==> src/rtl/rtc_pkg.sv <==
// rtl/rtc_pkg.sv - shared constants and types for the RTC time-set input block
package rtc_pkg;

    localparam int BTN_SEC = 0;
    localparam int BTN_MIN = 1;
    localparam int BTN_HR  = 2;
    localparam int NUM_BTN = 3;

    localparam int CLK_HZ = 50_000_000;

    typedef enum logic [1:0] {
        IDLE   = 2'd0,
        DELAY  = 2'd1,
        REPEAT = 2'd2
    } rpt_state_t;

endpackage

==> src/rtl/rtc_set_input_debounce_cell.sv <==
// rtl/rtc_set_input_debounce_cell.sv - 2-flop synchronizer plus tick-sampled shift-register debouncer
module debounce_cell #(
    parameter int DB_DEPTH = 8,
    parameter bit INVERT   = 1'b0
) (
    input  logic clk50M,
    input  logic resetn,
    input  logic tick,
    input  logic raw,
    output logic level
);

    logic                sync1_q, sync1_d;
    logic                sync2_q, sync2_d;
    logic [DB_DEPTH-1:0] shift_q, shift_d;
    logic                level_q, level_d;

    // Level is judged on the freshly shifted value so it moves on the same tick
    always_comb begin
        sync1_d = raw ^ INVERT;
        sync2_d = sync1_q;
        shift_d = shift_q;
        level_d = level_q;
        if (tick) begin
            shift_d = (shift_q << 1) | DB_DEPTH'(sync2_q);
            if (&shift_d) begin
                level_d = 1'b1;
            end else if (~|shift_d) begin
                level_d = 1'b0;
            end
        end
    end

    always_ff @(posedge clk50M or negedge resetn) begin
        if (!resetn) begin
            sync1_q <= 1'b0;
            sync2_q <= 1'b0;
            shift_q <= '0;
            level_q <= 1'b0;
        end else begin
            sync1_q <= sync1_d;
            sync2_q <= sync2_d;
            shift_q <= shift_d;
            level_q <= level_d;
        end
    end

    assign level = level_q;

endmodule

==> src/rtl/rtc_set_input.sv <==
// rtl/rtc_set_input.sv - debounced set-mode switch and auto-repeating column increment buttons
module rtc_set_input
    import rtc_pkg::*;
#(
    parameter int TICK_DIV     = CLK_HZ / 1000,
    parameter int DB_DEPTH     = 8,
    parameter int REPEAT_DELAY = 500,
    parameter int REPEAT_RATE  = 125
) (
    input  logic                clk50M,
    input  logic                resetn,
    input  logic [NUM_BTN-1:0]  push_button,
    input  logic                man_switch,
    output logic [NUM_BTN-1:0]  inc_pulse,
    output logic                man_mode,
    output logic [NUM_BTN-1:0]  btn_level
);

    localparam int TW = (TICK_DIV > 1) ? $clog2(TICK_DIV) : 1;
    localparam int CW = $clog2(REPEAT_DELAY + 1);

    logic [TW-1:0]      tick_cnt_q, tick_cnt_d;
    logic               tick;
    logic [NUM_BTN-1:0] btn_lvl;
    logic               man_lvl;

    always_comb begin
        tick       = (tick_cnt_q == TW'(TICK_DIV - 1));
        tick_cnt_d = tick ? '0 : tick_cnt_q + 1'b1;
    end

    for (genvar i = 0; i < NUM_BTN; i++) begin : g_btn
        debounce_cell #(.DB_DEPTH(DB_DEPTH), .INVERT(1'b1)) u_btn (
            .clk50M (clk50M),
            .resetn (resetn),
            .tick   (tick),
            .raw    (push_button[i]),
            .level  (btn_lvl[i])
        );
    end

    debounce_cell #(.DB_DEPTH(DB_DEPTH), .INVERT(1'b0)) u_man (
        .clk50M (clk50M),
        .resetn (resetn),
        .tick   (tick),
        .raw    (man_switch),
        .level  (man_lvl)
    );

    rpt_state_t         state_q   [NUM_BTN];
    rpt_state_t         state_d   [NUM_BTN];
    logic [CW-1:0]      rpt_cnt_q [NUM_BTN];
    logic [CW-1:0]      rpt_cnt_d [NUM_BTN];
    logic [NUM_BTN-1:0] level_prev_q, level_prev_d;
    logic [NUM_BTN-1:0] pulse_q, pulse_d;
    logic [NUM_BTN-1:0] rise;

    // Leaving DELAY/REPEAT on release or mode drop wins over a coinciding tick
    always_comb begin
        level_prev_d = btn_lvl;
        rise         = btn_lvl & ~level_prev_q;
        for (int i = 0; i < NUM_BTN; i++) begin
            state_d[i]   = state_q[i];
            rpt_cnt_d[i] = rpt_cnt_q[i];
            pulse_d[i]   = 1'b0;
            case (state_q[i])
                IDLE: begin
                    if (rise[i] && man_lvl) begin
                        pulse_d[i]   = 1'b1;
                        rpt_cnt_d[i] = CW'(REPEAT_DELAY);
                        state_d[i]   = DELAY;
                    end
                end
                DELAY, REPEAT: begin
                    if (!btn_lvl[i] || !man_lvl) begin
                        state_d[i]   = IDLE;
                        rpt_cnt_d[i] = '0;
                    end else if (tick) begin
                        if (rpt_cnt_q[i] == CW'(1)) begin
                            pulse_d[i]   = 1'b1;
                            rpt_cnt_d[i] = CW'(REPEAT_RATE);
                            state_d[i]   = REPEAT;
                        end else begin
                            rpt_cnt_d[i] = rpt_cnt_q[i] - 1'b1;
                        end
                    end
                end
                default: begin
                    state_d[i]   = IDLE;
                    rpt_cnt_d[i] = '0;
                end
            endcase
        end
    end

    always_ff @(posedge clk50M or negedge resetn) begin
        if (!resetn) begin
            tick_cnt_q   <= '0;
            level_prev_q <= '0;
            pulse_q      <= '0;
            for (int i = 0; i < NUM_BTN; i++) begin
                state_q[i]   <= IDLE;
                rpt_cnt_q[i] <= '0;
            end
        end else begin
            tick_cnt_q   <= tick_cnt_d;
            level_prev_q <= level_prev_d;
            pulse_q      <= pulse_d;
            for (int i = 0; i < NUM_BTN; i++) begin
                state_q[i]   <= state_d[i];
                rpt_cnt_q[i] <= rpt_cnt_d[i];
            end
        end
    end

    // A pulse registered on the same tick that drops the level or the mode is suppressed
    assign inc_pulse = pulse_q & btn_lvl & {NUM_BTN{man_lvl}};
    assign man_mode  = man_lvl;
    assign btn_level = btn_lvl;

endmodule

==> config.mk <==
export PLATFORM = sky130hd
export DESIGN_NAME = rtc_set_input
export DESIGN_NICKNAME = d
export VERILOG_FILES = /design/src/rtl/rtc_pkg.sv /design/src/rtl/rtc_set_input_debounce_cell.sv /design/src/rtl/rtc_set_input.sv
export SDC_FILE = /design/constraint.sdc
export NUM_CORES = 1
export LEC_CHECK = 0
export ABC_AREA = 1
export CAP_MARGIN = 20
export CELL_PAD_IN_SITES_DETAIL_PLACEMENT = 0
export CELL_PAD_IN_SITES_GLOBAL_PLACEMENT = 1
export CORE_MARGIN = 2
export CORE_UTILIZATION = 44
export CTS_BUF_LIST = sky130_fd_sc_hd__clkbuf_4
export DETAILED_ROUTE_END_ITERATION = 10
export HOLD_SLACK_MARGIN = 0.15
export PLACE_DENSITY_LB_ADDON = 0.08
export SYNTH_ARGS = -nofsm -noshare
export SYNTH_HDL_FRONTEND = slang
export SYNTH_SLANG_ARGS = --single-unit
==> constraint.sdc <==
create_clock -name clk50M -period 1.5 [get_ports clk50M]
set_clock_uncertainty 0.05 [all_clocks]
set_input_delay 0.225 -clock clk50M [delete_from_list [all_inputs] [get_ports clk50M]]
set_output_delay 0.225 -clock clk50M [all_outputs]
set_load 0.02 [all_outputs]
# Yosys cells after proc, flatten, opt, wreduce, memory -nomap -nowiden

Index checks and enable logic that the tools add are counted.

Output and inout bits: 7
Word-level logic and storage cells: 151
Bits of input ports: 6
Register bits: 95

Bitwise gates (word level): 11
Add/sub/neg operators: 4
Muxes and demuxes: 54
Equal/unequal tests: 23
Reduce and logical (&&, ||, !) cells: 34

Operators by type and width:

| operator              | count |
|---|---|
| $mux 9                | 12 |
| $pmux 9 s2            | 3 |
| $or 8x1->8            | 4 |
| $reduce_and 8->1      | 4 |
| $reduce_or 8->1       | 4 |
| $eq 9x1->1 const B    | 3 |
| $sub 9x1->9 const B   | 3 |
| $mux 2                | 12 |
| $mux 1                | 20 |
| $add 16x1->16 const B | 1 |
| $eq 16x16->1 const B  | 1 |
| $mux 16               | 1 |
| $reduce_and 2->1      | 7 |
| $pmux 2 s2            | 3 |
| $and 3x3->3           | 3 |
| $ne 3x2->1 const B    | 3 |
| $ne 3x3->1 const B    | 3 |
| $reduce_and 3->1      | 3 |
| $ne 2x1->1 const B    | 4 |
| $eq 2x1->1 const B    | 3 |
| $eq 2x2->1 const B    | 3 |
| $logic_not 2->1       | 3 |
| $ne 2x2->1 const B    | 3 |
| $pmux 1 s2            | 3 |
| 6 further kinds       | 17 |

# Longest topological paths before layout

Depth in word-level cells: 5
Gate-level depth with buffers: 12
Depth with buffers taken out: 12

# By module

A second synthesis with hierarchy kept.

Cell total of the unflattened synthesis: 695
Area, all modules: 5165.0 um^2

Modules (own cells, without submodules):

| module                             | cells an instance | instances | seq. area each (um^2) | area an instance (um^2) |
|---|---|---|---|---|
| rtc_set_input                      | 508               | 1         | 1376.3                | 3542.1 |
| debounce_cell (g_btn[0].u_btn ...) | 47                | 3         | 250.2                 | 406.6 |
| debounce_cell (u_man)              | 46                | 1         | 250.2                 | 402.9 |

# Worst setup path before layout

Ideal clock, no wire load.

Path type: reg-to-reg
Start: reg state_q[0] (netlist name)
End: reg rpt_cnt_q[2] (netlist name)
Period minus slack after synthesis: 1.565 ns
Path slack: -0.065 ns
Required time: 1.333 ns
Buffers on the path: 0
Arrival: 1.398 ns
Stages on the path, launching flop included: 9
Setup time: 0.117 ns
Cells stage by stage: dfrtp_1 inv_1 ha_1 nand3_1 clkinv_2 a21oi_1 o21ai_0 nand2_1 nand2_1

Longest elaborated chain between the ends: 4
Elaborated cells between the ends (all ways): 8
Classes of those cells: 4 x eq/ne; 1 x mux; 3 x reduce/logical

Ends and longest elaborated chain:

| item                                     | line                 | source |
|---|---|---|
| from (decl)                              | rtc_set_input.sv:50  | `rpt_state_t state_q [NUM_BTN];` |
| from (signal, indexed assignment)        | rtc_set_input.sv:110 | `state_q[i] <= state_d[i];` |
| $eq 2x1->1 or $eq 2x2->1 (tied branches) | rtc_set_input.sv:66  | `case (state_q[i])` |
| $reduce_or 2->1                          | rtc_set_input.sv:66  |  |
| $ne 3x2->1 (no line)                     | -                    |  |
| $reduce_and 2->1 (no line)               | -                    |  |
| to (signal, indexed assignment)          | rtc_set_input.sv:111 | `rpt_cnt_q[i] <= rpt_cnt_d[i];` |
| to (decl)                                | rtc_set_input.sv:52  | `logic [CW-1:0] rpt_cnt_q [NUM_BTN];` |

Several ways; a longest one is shown, not always the timed one.
A chain may end at the register's enable or synchronous reset.

# Worst setup path in the final report

Start: reg tick_cnt_q[13]
End: reg rpt_cnt_q[3] (netlist name)

Longest elaborated chain between the ends: 3

Ends and longest elaborated chain:

| item                       | line                 | source |
|---|---|---|
| from (decl)                | rtc_set_input.sv:22  | `logic [TW-1:0] tick_cnt_q, tick_cnt_d;` |
| from (signal assigned)     | rtc_set_input.sv:106 | `tick_cnt_q <= tick_cnt_d;` |
| $eq 16x16->1               | rtc_set_input.sv:28  | `tick = (tick_cnt_q == TW'(TICK_DIV - 1));` |
| $ne 3x2->1 (no line)       | -                    |  |
| $reduce_and 2->1 (no line) | -                    |  |

No other way between the ends.

==> results.py <==
metrics = {
    "synthesis": {
        "netlist_area_mm2": 0.00522,
        "synth_top_area_frac": 0.455,
        "synthDistinctLibCells": 36,
        "ys_warn_count": 0,
        "synth_edf_count": 0,
        "ys_seq_area_frac": 0.455,
        "synth.area.mux_share": 0,
        "synth_xor_area_frac": 0.0218,
        "yosys.area_share.simple": 0.311,
        "synth_flop_cell": "dfrtp_1",
        "synth_cells": 660,
        "synthArstFlopShare": 1.00,
        "synth_compound_area_frac": 0.0910,
        "syn_avg_cell_area_um2": 7.91,
        "synth_area_leaders": "dfrtp_1 (46%), nand2_1 (15%), inv_1 (6.0%)",
        "ys_ff_latch": 95,
        "synth_top_family_by_area": "simple AND/OR/NAND/NOR gates",
        "synth_nets": 679,
        "synth_fa_ha_area_frac": 0.0311,
        "yosysTopAreaCell": "dfrtp_1",
    },
    "worst_setup_path": {
        "crit_type": "reg2reg",
        "crit_start": "tick_cnt_q[13]",
        "cp_common_cell": "buf_4",
        "worst-path-buf-inv": 2,
        "critPathArrivalTime_ns": 2.04,
        "cp_top_family": "simple AND/OR/NAND/NOR gates",
        "slowest_delay_ns": 0.43,
        "r2r-start": "tick_cnt_q[13]",
        "slowest_stage": "dfrtp_1",
        "path_max_fanout": 5,
        "end_kind": "flop",
        "crit_required_ns": 1.90,
        "path_cells": "nor2_2 > nand2_2 > nor2_4 > buf_4 > nand2_8 > buf_4 > a21boi_4 > nand3_1 > nand2_1",
        "rrSetupSlack_ns": -0.14,
        "startpoint_type": "flop",
    },
    "routing": {
        "wirelength_um": 11800,
        "vias_per_cell": 4.82,
        "ant_nets": 0,
        "vias": 4579,
        "drt_iter0_drc": 205,
        "routedWlPerCell_um": 12.4,
        "drcViolationCount": 0,
        "drtPass1Iterations": 5,
    },
    "die": {
        "start_util": 0.453,
        "ioPinCount": 13,
        "fp.dieH_um": 113,
        "core-area_mm2": 0.0115,
        "die-area_mm2": 0.0128,
        "rows": 39,
        "chipWidth_um": 113,
    },
    "cts": {
        "cts.path.max_buffers": 2,
        "cts_inserted_buffers": 9,
        "tritoncts": "built",
        "clkTransAtPathRegs_ns": 0.17,
        "clock_sinks": 95,
        "clk_latency_ns": 0.50,
        "cts_root_buffer": "clkbuf_4",
        "htree_levels": 3,
    },
    "timing": {
        "maxSlewHeadroom": 0.725,
        "tightestPinTransition_ns": 0.409,
        "finalMaxSlewViolations": 0,
        "max_freq_mhz": 610,
        "period_share": 1.09,
        "setup_ws_ns": -0.139,
        "holdWs_ns": 0.322,
        "final_hold_viol_count": 0,
        "rsz0062_at_grt": "true",
        "setup_violations": 58,
        "min_period_ns": 1.64,
    },
    "place": {
        "gp_congestion": 0.814,
        "dp_cells": 894,
        "dp_hpwl_um": 8100,
        "io_buffers": 12,
    },
    "layout": {
        "final_cell_mix": "nand2_1 (183), buf_4 (98), dfrtp_1 (93)",
        "drive_gt1_frac": 0.336,
        "area_growth_pct": 37.8,
        "finalNonFillerCells": 950,
        "utilization": 0.625,
        "fillCellCount": 999,
        "diodes": 0,
        "nets": 821,
        "final_common_cell": "nand2_1",
    },
    "power_and_ir_drop": {
        "p_per_area_mw_per_mm2": 594,
        "p_leak_nw": 3.53,
        "ir_drop_mv": 0.712,
    },
    "grt": {
        "grt_pass1_vias": 4491,
        "grt_use_met2": 0.323,
        "grtUsageMet1": 0.262,
        "grt_pass1_wl_um": 20000,
        "grt_use_total": 0.197,
        "grt_antenna_before_repair": 0,
        "grt_use_met3": 0.0343,
        "top_usage_layer": "met2",
        "grt_max_degree": 30,
        "gr-total-overflow": 0,
    },
    "min_path": {
        "hp-start": "g_btn[2].u_btn.sync1_q",
        "hold_path_class": "reg2reg",
    },
    "flow_run": {
        "maxCapViolCount": 0,
    },
    "outcome": {
        "status": "finished, violations left",
        "violations": "setup timing",
    },
}
## area by class of cell
| class | instances | area, µm² | area share |
|---|---|---|---|
| clock buffers | 9 | 67.6 | 0.00939 |
| clock inverters | 7 | 95.1 | 0.0132 |
| inverters | 90 | 348 | 0.0483 |
| multi-input cells | 465 | 2820 | 0.392 |
| flip-flops and latches | 95 | 2380 | 0.331 |
| well taps | 143 | 179 | 0.0249 |
| repair buffers | 141 | 1310 | 0.182 |
## timing repair
action                                 CTS  global route
resized for setup                      102            63
endpoints found under the hold margin   99             0
cloned                                   2             0
setup endpoints to repair               63            85
hold buffers                             6             0
setup buffers                           23             9
pin swaps                               35            32
## stage by stage
stage               power [mW]  area, µm²  setup TNS, ns  setup slack, ns
global placement          2.72       6160          -2.20           -0.136
global route              4.46       7200         -11.10           -0.249
floorplan                 2.63       5230              0           0.0112
CTS                       4.35       6880          -4.14           -0.138
detailed placement        2.72       6160          -3.56           -0.130
finish                    4.28       7200          -4.36           -0.139
## synthesized netlist by cell type (2+ instances only)
cell,count
nand3_1,48
nor2_4,9
o21bai_1,2
nor4_1,3
dfrtp_1,95
buf_6,5
buf_4,5
a21oi_2,4
nand2_4,5
inv_1,83
xor2_1,9
nand2_2,4
inv_2,4
ha_1,13
nor3_1,13
clkinv_2,2
nand2_1,208
nor2_2,4
o21ai_1,6
nand4_1,6
xnor2_1,4
a21oi_1,9
o21ai_0,27
o21ai_2,20
nor2_1,61
## cell families after synthesis
group | after synthesis
buf+inv | 102
simple gates | 365
xor+xnor | 13
compound gates | 72
flops | 95
fa+ha+maj | 13
## sequential cells by signal, indices dropped and copies added (netlist names), 3 cells and up
signal,cells
g_btn.u_btn.level,3
g_btn.u_btn.sync2_q,3
level_prev_q,3
rpt_cnt_q,27
state_q,6
g_btn.u_btn.shift_q,21
tick_cnt_q,16
u_man.shift_q,7
pulse_q,3
g_btn.u_btn.sync1_q,3
## power breakdown
part	switching, mW	leakage [nW]	internal (mW)
clock	1.03	0.0881	0.563
sequential	0.00488	1.29	2.57
combinational	0.0631	2.15	0.0398
## worst paths after layout
path,end,depth (start not counted)
worst max-delay path,rpt_cnt_q[3],9
worst min-delay path,g_btn[2].u_btn.sync2_q,0
worst max register to register,rpt_cnt_q[3],9
worst min register to register,g_btn[2].u_btn.sync2_q,0
max in group asynchronous,rpt_cnt_q[20],4
min in group asynchronous,tick_cnt_q[11],3
## per-layer routing
metal / routed length (µm) / up-vias
li1: - / 2356
met2: 5560 / 50
met1: 5640 / 2158
met4: 202 / 0
met5: 0 / -
met3: 343 / 15
Note: power is estimated with default switching activity, not from simulation.
